### src/rtl/shift_pkg.sv
// Shared definitions for the universal shift register family.
package shift_pkg;

  localparam int SHIFT_MODE_W = 3;

  // Operation select. Codes 6 and 7 are reserved and treated as HOLD.
  typedef enum logic [SHIFT_MODE_W-1:0] {
    HOLD = 3'd0,
    SHR  = 3'd1,
    SHL  = 3'd2,
    ROTR = 3'd3,
    ROTL = 3'd4,
    LOAD = 3'd5
  } shift_mode_e;

endpackage

### src/rtl/shift_fill_ctr.sv
// Saturating fill counter: counts shifted-in stages, flags full and the
// single cycle in which the register first fills by shifting.
module shift_fill_ctr #(
  parameter int DEPTH = 4,
  parameter int CW    = $clog2(DEPTH + 1)
) (
  input  logic          clk,
  input  logic          resetn,
  input  logic          shift_en,
  input  logic          load_en,
  output logic [CW-1:0] valid_cnt,
  output logic          full,
  output logic          fill_pulse
);

  localparam logic [CW-1:0] DEPTH_C    = CW'(DEPTH);
  localparam logic [CW-1:0] DEPTH_M1_C = CW'(DEPTH - 1);

  logic [CW-1:0] cnt_q, cnt_d;
  logic          full_q, full_d;
  logic          fill_q, fill_d;

  // Next count: LOAD fills outright, shifts increment and saturate at DEPTH.
  always_comb begin
    cnt_d  = cnt_q;
    fill_d = 1'b0;
    if (load_en) begin
      cnt_d = DEPTH_C;
    end else if (shift_en) begin
      if (cnt_q != DEPTH_C) begin
        cnt_d = cnt_q + 1'b1;
      end
      fill_d = (cnt_q == DEPTH_M1_C);
    end
    full_d = (cnt_d == DEPTH_C);
  end

  // Registered counter and flags; synchronous active-low reset.
  always_ff @(posedge clk) begin
    if (!resetn) begin
      cnt_q  <= '0;
      full_q <= 1'b0;
      fill_q <= 1'b0;
    end else begin
      cnt_q  <= cnt_d;
      full_q <= full_d;
      fill_q <= fill_d;
    end
  end

  assign valid_cnt  = cnt_q;
  assign full       = full_q;
  assign fill_pulse = fill_q;

endmodule

### src/rtl/shift_reg_univ.sv
// Universal shift register: DEPTH stages of WIDTH bits with hold, shift,
// rotate and parallel load, plus a fill counter for serdes/delay-line use.
module shift_reg_univ #(
  parameter int WIDTH = 1,
  parameter int DEPTH = 4,
  parameter int CW    = $clog2(DEPTH + 1)
) (
  input  logic                   clk,
  input  logic                   resetn,
  input  logic [2:0]             mode,
  input  logic [WIDTH-1:0]       sin_r,
  input  logic [WIDTH-1:0]       sin_l,
  input  logic [WIDTH*DEPTH-1:0] pdata,
  output logic [WIDTH-1:0]       sout_r,
  output logic [WIDTH-1:0]       sout_l,
  output logic [WIDTH*DEPTH-1:0] pout,
  output logic [CW-1:0]          valid_cnt,
  output logic                   full,
  output logic                   fill_pulse
);

  import shift_pkg::*;

  logic [WIDTH-1:0] stage_q [DEPTH];
  logic [WIDTH-1:0] stage_d [DEPTH];
  logic             shift_en;
  logic             load_en;

  // Mode decode; reserved codes fall through to hold.
  always_comb begin
    stage_d  = stage_q;
    shift_en = 1'b0;
    load_en  = 1'b0;
    case (shift_mode_e'(mode))
      SHR: begin
        shift_en   = 1'b1;
        stage_d[0] = sin_r;
        for (int k = 1; k < DEPTH; k++) stage_d[k] = stage_q[k-1];
      end
      SHL: begin
        shift_en         = 1'b1;
        stage_d[DEPTH-1] = sin_l;
        for (int k = 0; k < DEPTH - 1; k++) stage_d[k] = stage_q[k+1];
      end
      ROTR: begin
        stage_d[0] = stage_q[DEPTH-1];
        for (int k = 1; k < DEPTH; k++) stage_d[k] = stage_q[k-1];
      end
      ROTL: begin
        stage_d[DEPTH-1] = stage_q[0];
        for (int k = 0; k < DEPTH - 1; k++) stage_d[k] = stage_q[k+1];
      end
      LOAD: begin
        load_en = 1'b1;
        for (int k = 0; k < DEPTH; k++) stage_d[k] = pdata[k*WIDTH +: WIDTH];
      end
      default: begin
        stage_d = stage_q;
      end
    endcase
  end

  // Stage array register; reset clears every stage regardless of mode.
  always_ff @(posedge clk) begin
    if (!resetn) begin
      for (int k = 0; k < DEPTH; k++) stage_q[k] <= '0;
    end else begin
      stage_q <= stage_d;
    end
  end

  // Pack stages onto the parallel output, stage k in slice k.
  always_comb begin
    pout = '0;
    for (int k = 0; k < DEPTH; k++) pout[k*WIDTH +: WIDTH] = stage_q[k];
  end

  assign sout_r = stage_q[DEPTH-1];
  assign sout_l = stage_q[0];

  shift_fill_ctr #(
    .DEPTH (DEPTH),
    .CW    (CW)
  ) u_fill_ctr (
    .clk        (clk),
    .resetn     (resetn),
    .shift_en   (shift_en),
    .load_en    (load_en),
    .valid_cnt  (valid_cnt),
    .full       (full),
    .fill_pulse (fill_pulse)
  );

endmodule

### config.mk
export PLATFORM = sky130hd
export DESIGN_NAME = shift_reg_univ
export DESIGN_NICKNAME = d
export VERILOG_FILES = /design/src/rtl/shift_pkg.sv /design/src/rtl/shift_fill_ctr.sv /design/src/rtl/shift_reg_univ.sv
export SDC_FILE = /design/constraint.sdc
export NUM_CORES = 1
export LEC_CHECK = 0
export BUFFER_PORTS_ARGS = -buffer_cell sky130_fd_sc_hd__buf_2
export CAP_MARGIN = 30
export CELL_PAD_IN_SITES_DETAIL_PLACEMENT = 2
export CELL_PAD_IN_SITES_GLOBAL_PLACEMENT = 2
export CORE_UTILIZATION = 23
export DETAILED_ROUTE_END_ITERATION = 6
export PLACE_DENSITY_LB_ADDON = 0.1
export SKIP_CTS_REPAIR_TIMING = 1
export SYNTH_ARGS = -nofsm -noshare
export SYNTH_HDL_FRONTEND = slang
export SYNTH_SLANG_ARGS = --single-unit
### constraint.sdc
create_clock -name clk -period 1.4 [get_ports clk]
set_input_delay 0.28 -clock clk [delete_from_list [all_inputs] [get_ports clk]]
set_output_delay 0.28 -clock clk [all_outputs]
set_load 0.05 [all_outputs]
# ---- Word-level counts from Yosys, hierarchy flattened
# Cells that the tools add are included.
dict set report word_totals {
  n_memories 0
  ramBits 0
  latch_bits 0
  register_bits 9
  word_cells 27
  romBits 0
}
dict set report classes {
  div_mod_pow 0
  reduce_logical 3
  eq_ne 8
  addsub 1
  muxes 6
  n_bitwise 2
  multipliers 0
  shifts 0
  magnitude_cmp 0
}
# cell n
set op_table {}
lappend op_table {{4-bit case mux with 5 select lines} 1}
lappend op_table {{3-bit by 2-bit equality test with 1-bit output (second input constant)} 3}
lappend op_table {{3-bit equality test (second input constant)} 3}
lappend op_table {{3-bit 2-to-1 mux} 3}
lappend op_table {{5-bit nonzero test} 1}
lappend op_table {{3-bit by 1-bit adder with 3-bit output (second input constant)} 1}
lappend op_table {{3-bit by 1-bit equality test with 1-bit output (second input constant)} 1}
lappend op_table {{3-bit inequality test (second input constant)} 1}
lappend op_table {{3-bit OR reduction} 1}
lappend op_table {{1-bit 2-to-1 mux} 2}
lappend op_table {{1-bit inverter} 2}
lappend op_table {{2-bit OR reduction} 1}

# ---- Logic depth before layout (Yosys ltp)
dict set report depth {
  ltp_word 6
  ltp_mapped 6
}

# ---- Modules after synthesis
# A second synthesis with hierarchy kept.
dict set report hier_totals {
  hier_cells 70
  area_unflattened_um2 604.3
}
# module cells_each area_per_inst_um2 n_inst
set by_module_without_submodules {}
lappend by_module_without_submodules {shift_reg_univ 44 336.6 1}
lappend by_module_without_submodules {shift_fill_ctr 26 267.8 1}

# ---- Worst setup path after synthesis
# OpenSTA, ideal clock, no wires.
dict set report synth_timing {
  path_type {reg2reg}
  from {reg u_fill_ctr.cnt_q[0] (netlist: u_fill_ctr.valid_cnt[0])}
  to {reg u_fill_ctr.cnt_q[1] (netlist: u_fill_ctr.valid_cnt[1])}
  n_path_buf 0
  stages_incl_launch_ff 7
  path_slack_ps -381
  setup_ps 115
  period_less_slack_ps 1781
  arrival_ps 1666
  required_ps 1285
  path_cell_list {dfxtp_1 -> inv_1 -> ha_1 -> nor2b_1 -> a221oi_1 -> a21oi_1 -> and2_1}
}
dict set report synth_between {
  elab_chain_len 4
  elab_cells_between_ends 5
  classes_between {add/sub: 1; eq/ne: 1; mux: 3}
}
# element line_no
set synth_lines {}
lappend synth_lines {{from (decl)} shift_fill_ctr.sv:19} ;# logic [CW-1:0] cnt_q, cnt_d;
lappend synth_lines {{from (signal assigned)} shift_fill_ctr.sv:45} ;# cnt_q <= cnt_d;
lappend synth_lines {{3-bit by 1-bit adder with 3-bit output or 3-bit inequality test (tied branches)} {shift_fill_ctr.sv:31, shift_fill_ctr.sv:30}}
lappend synth_lines {{3-bit 2-to-1 mux (*)} shift_fill_ctr.sv:30} ;# if (cnt_q != DEPTH_C) begin
lappend synth_lines {{3-bit 2-to-1 mux (*)} shift_fill_ctr.sv:29} ;# end else if (shift_en) begin
lappend synth_lines {{3-bit 2-to-1 mux (*)} shift_fill_ctr.sv:27} ;# if (load_en) begin
# Mark *: on every way between the ends. The rest lies on a longest branch, timed or not.
# A chain may end at the register's enable or synchronous reset.

# ---- Worst setup path after layout
dict set report layout_timing {
  from {reg u_fill_ctr.cnt_q[0] (netlist: u_fill_ctr.valid_cnt[0])}
  to {reg u_fill_ctr.full_q (netlist: u_fill_ctr.full)}
}
dict set report layout_between {
  elab_chain_len 5
  elab_cells_between_ends 6
  classes_between {add/sub: 1; eq/ne: 2; mux: 3}
}
# element line_no
set layout_lines {}
lappend layout_lines {{3-bit by 1-bit adder with 3-bit output or 3-bit inequality test (tied branches)} {shift_fill_ctr.sv:31, shift_fill_ctr.sv:30}}
lappend layout_lines {{3-bit 2-to-1 mux} shift_fill_ctr.sv:30}
lappend layout_lines {{3-bit 2-to-1 mux (*)} shift_fill_ctr.sv:29}
lappend layout_lines {{3-bit 2-to-1 mux (*)} shift_fill_ctr.sv:27}
lappend layout_lines {{3-bit equality test (*)} shift_fill_ctr.sv:35} ;# full_d = (cnt_d == DEPTH_C);
lappend layout_lines {{to (signal assigned)} shift_fill_ctr.sv:46} ;# full_q <= full_d;
lappend layout_lines {{to (decl)} shift_fill_ctr.sv:20} ;# logic full_q, full_d;
# Marked as above.

==> flow_summary_export.csv <==
group,metric,value,unit
logic_synthesis,synth_largest_area_cell,"dfxtp_1",
pwr,sequentialPowerShare,0.382,
sta,maxSlewHeadroom,0.724,
sta,rsz0062_at_grt,"false",
worst_hold_path,whs_path_depth,3,
cells_and_area,drive_above_1_share,0.434,
sta,fmax,746,MHz
place,dpl_cell_area,772,um^2
grt,grt_usage,0.143,
sta,worst_slew_pin_slew,408,ps
sta,skew,2.55,ps
clock_tree,cts_sinks,9,
pwr,leakage,0.386,nW
logic_synthesis,ys.flop_type,"dfxtp_1",
clock_tree,numCtsBuffers,3,
clock_tree,cts_root_buf,"clkbuf_4",
logic_synthesis,ys_types,29,
pwr,p_comb_frac,0.346,
pwr,p_sw,0.295,mW
grt,grt_max_degree,11,
pwr,p_clk_frac,0.272,
cells_and_area,multiInputGateArea,388,um^2
route,drtPass1Iterations,4,
grt,grt_pass1_wl,2790,um
logic_synthesis,syn_area_per_cell,8.15,um^2
worst_hold_path,hp-class,"in -> reg",
pwr,peakVddDrop,0.335,mV
logic_synthesis,syn_inst,72,
die,num_rows,17,
sta,setup_viol,0,
cells_and_area,synthToLayoutAreaGrowth,39.0,%
critical_path,critPathMaxStageDelay,370,ps
route,routed_wl,1720,um
logic_synthesis,synth_edf_count,0,
clock_tree,cts_max_path_buffers,2,
route,antenna_left,0,
sta,slew_violations,0,
route,drcViolationCount,0,
critical_path,crit_top_cell,"ha_1",
critical_path,arrival,1540,ps
die,dieArea,2760,um^2
sta,finalCritPeriodShare,0.958,
pwr,total_power,0.771,mW
critical_path,cp_max_fo,5,
cells_and_area,final_cell_count_no_fill,127,
cells_and_area,n_antenna_cell,0,
route,vias,604,
place,numPortBuffers,21,
logic_synthesis,ys_top_cells_by_area,"dfxtp_1 31%, a31oi_1 6.4%, ha_1 6.4%",
place,placed_cells,123,
route,drt_iter0_markers,8,
cells_and_area,nFillCells,282,
critical_path,path_buf_inv,0,
grt,grt_antenna_before_repair,0,
cells_and_area,design_area,816,um^2
clock_tree,clk_pin_slew_worst_paths,70,ps
critical_path,critical_path.top_delay_family,"adder cells",
sta,tns,0,ps
cells_and_area,regArea,189,um^2
clock_tree,clock_latency,260,ps
logic_synthesis,synth-seq-cells,9,
critical_path,path_cells,"ha_1 > ha_1 > and2_1 > a21boi_2 > nor3b_2",
job,cap_violations,0,
sta,post-route-min-period,1340,ps
clock_tree,cts_tree,"built",
outcome,outcome,"complete, no violations",
logic_synthesis,synth_top_area_frac,0.307,
logic_synthesis,async_flop_share,0,
die,die_w,52.5,um
logic_synthesis,syn_nets,86,
critical_path,crit_slowest_cell,"dfxtp_4",
pwr,p_sw_frac,0.383,
critical_path,worstSetupPathType,"reg -> reg",
logic_synthesis,synthTopCellsByCount,"9 x dfxtp_1, 9 x nand2_1, 6 x a31oi_1, 5 x inv_1",
critical_path,start_kind,"register",
logic_synthesis,yosysWarnings,0,
critical_path,ff2ff_path_depth,5,
pwr,p_int,0.476,mW
clock_tree,htree_levels,1,
critical_path,worst_setup_path_end_kind,"register",
sta,final-hold-violation-count,0,
logic_synthesis,synth.yosys.seq_area_share,0.307,
die,initial_core_util,0.255,
grt,grt_pass1_vias,625,
cells_and_area,final_nets,114,
route,wire_per_inst,13.6,um
place,gp_congestion,0.754,
critical_path,cp.depth,5,
logic_synthesis,syn_area,587,um^2
pwr,power.density,945,nW/um^2
die,io_pins,22,
route,drt-vias-per-instance,4.76,
die,core_area,2300,um^2
die,die_y,52.5,um
place,dpl.hpwl,1440,um
grt,grt-ovfl-total,0,
critical_path,critPathRequiredTime,1590,ps
-- layout make-up --
cell class / instances / area share
clock buffer: 3 / 0.0276
inverter: 5 / 0.0230
tap: 28 / 0.0429
sequential: 9 / 0.232
multi-input combinational: 53 / 0.475
timing repair buffer: 28 / 0.193
clock inverter: 1 / 0.00613
-- per-layer routing --
metal | GRT usage | wire length, um
met5 | 0 | 0
met4 | 0.0658 | 22
met2 | 0.219 | 798
met1 | 0.192 | 838
met3 | 0.0261 | 63
-- final timing paths --
| check | start | end | slack (ps) |
|---|---|---|---|
| hold reg to reg | pout[2] | pout[1] | 510 |
| setup reg to reg | u_fill_ctr.valid_cnt[0] | u_fill_ctr.full | 60 |
| hold / removal | sin_r | sout_l | 280 |
| setup / recovery | u_fill_ctr.valid_cnt[0] | u_fill_ctr.full | 60 |
-- through the flow --
stage,worst slack [ps],hold slack (ps),utilization
final,59.2,284,0.355
after floorplan,-16.0,401,-
after global routing,4.56,294,0.355
after detailed placement,-13.4,512,0.336
after global placement,27.3,500,0.336
after CTS,2.05,280,0.348
-- cell families (layout without fill, tap and decap cells) --
family                     after synthesis  count (layout)  synth area share
muxes                                    2               2            0.0341
and+or+nand+nor                         30              30             0.296
xor gates and xnor gates                 1               1            0.0149
buffers and inverters                   10              37            0.0831
adders and majority gates                3               3            0.0640
DFF                                      9               9             0.307
AOI/OAI and AO/OA                       17              17             0.200
-- placed cells by master (no fill, tap or decap), types with 2 or more instances in the layout --
cell type  netlist  layout
a21oi_1          4       3
a31oi_1          6       6
and2_1           4       4
and3b_1          2       2
buf_2            3      21
buf_4            2       7
clkbuf_4         0       3
dfxtp_1          9       6
dfxtp_4          0       2
ha_1             3       2
inv_1            5       3
inv_2            0       2
mux2i_1          2       2
nand2_1          9       9
nand2b_1         2       2
nand3_1          2       2
nor2_1           2       2
nor2b_1          3       2
-- power groups by stage --
stage	Combinational [mW]	Clock, mW	Sequential, mW
after floorplan	0.125	0	0.362
after global placement	0.261	0	0.301
after detailed placement	0.264	0	0.301
after CTS	0.264	0.220	0.295
after global routing	0.290	0.238	0.298
final	0.267	0.209	0.294
-- state kept, by name, indices dropped and copies added (netlist names) --
register               count
u_fill_ctr.full            1
u_fill_ctr.fill_pulse      1
u_fill_ctr.valid_cnt       3
sout_l                     1
sout_r                     1
pout                       2
-- tightest hold or removal path: cells and delay by family --
kind | cells | cell delay [ps]
AND/OR/NAND/NOR | 1 | 50
buffers and inverters | 1 | 100
AO/OA/AOI/OAI | 1 | 70
No activity file was read; power rests on OpenSTA's default activity.
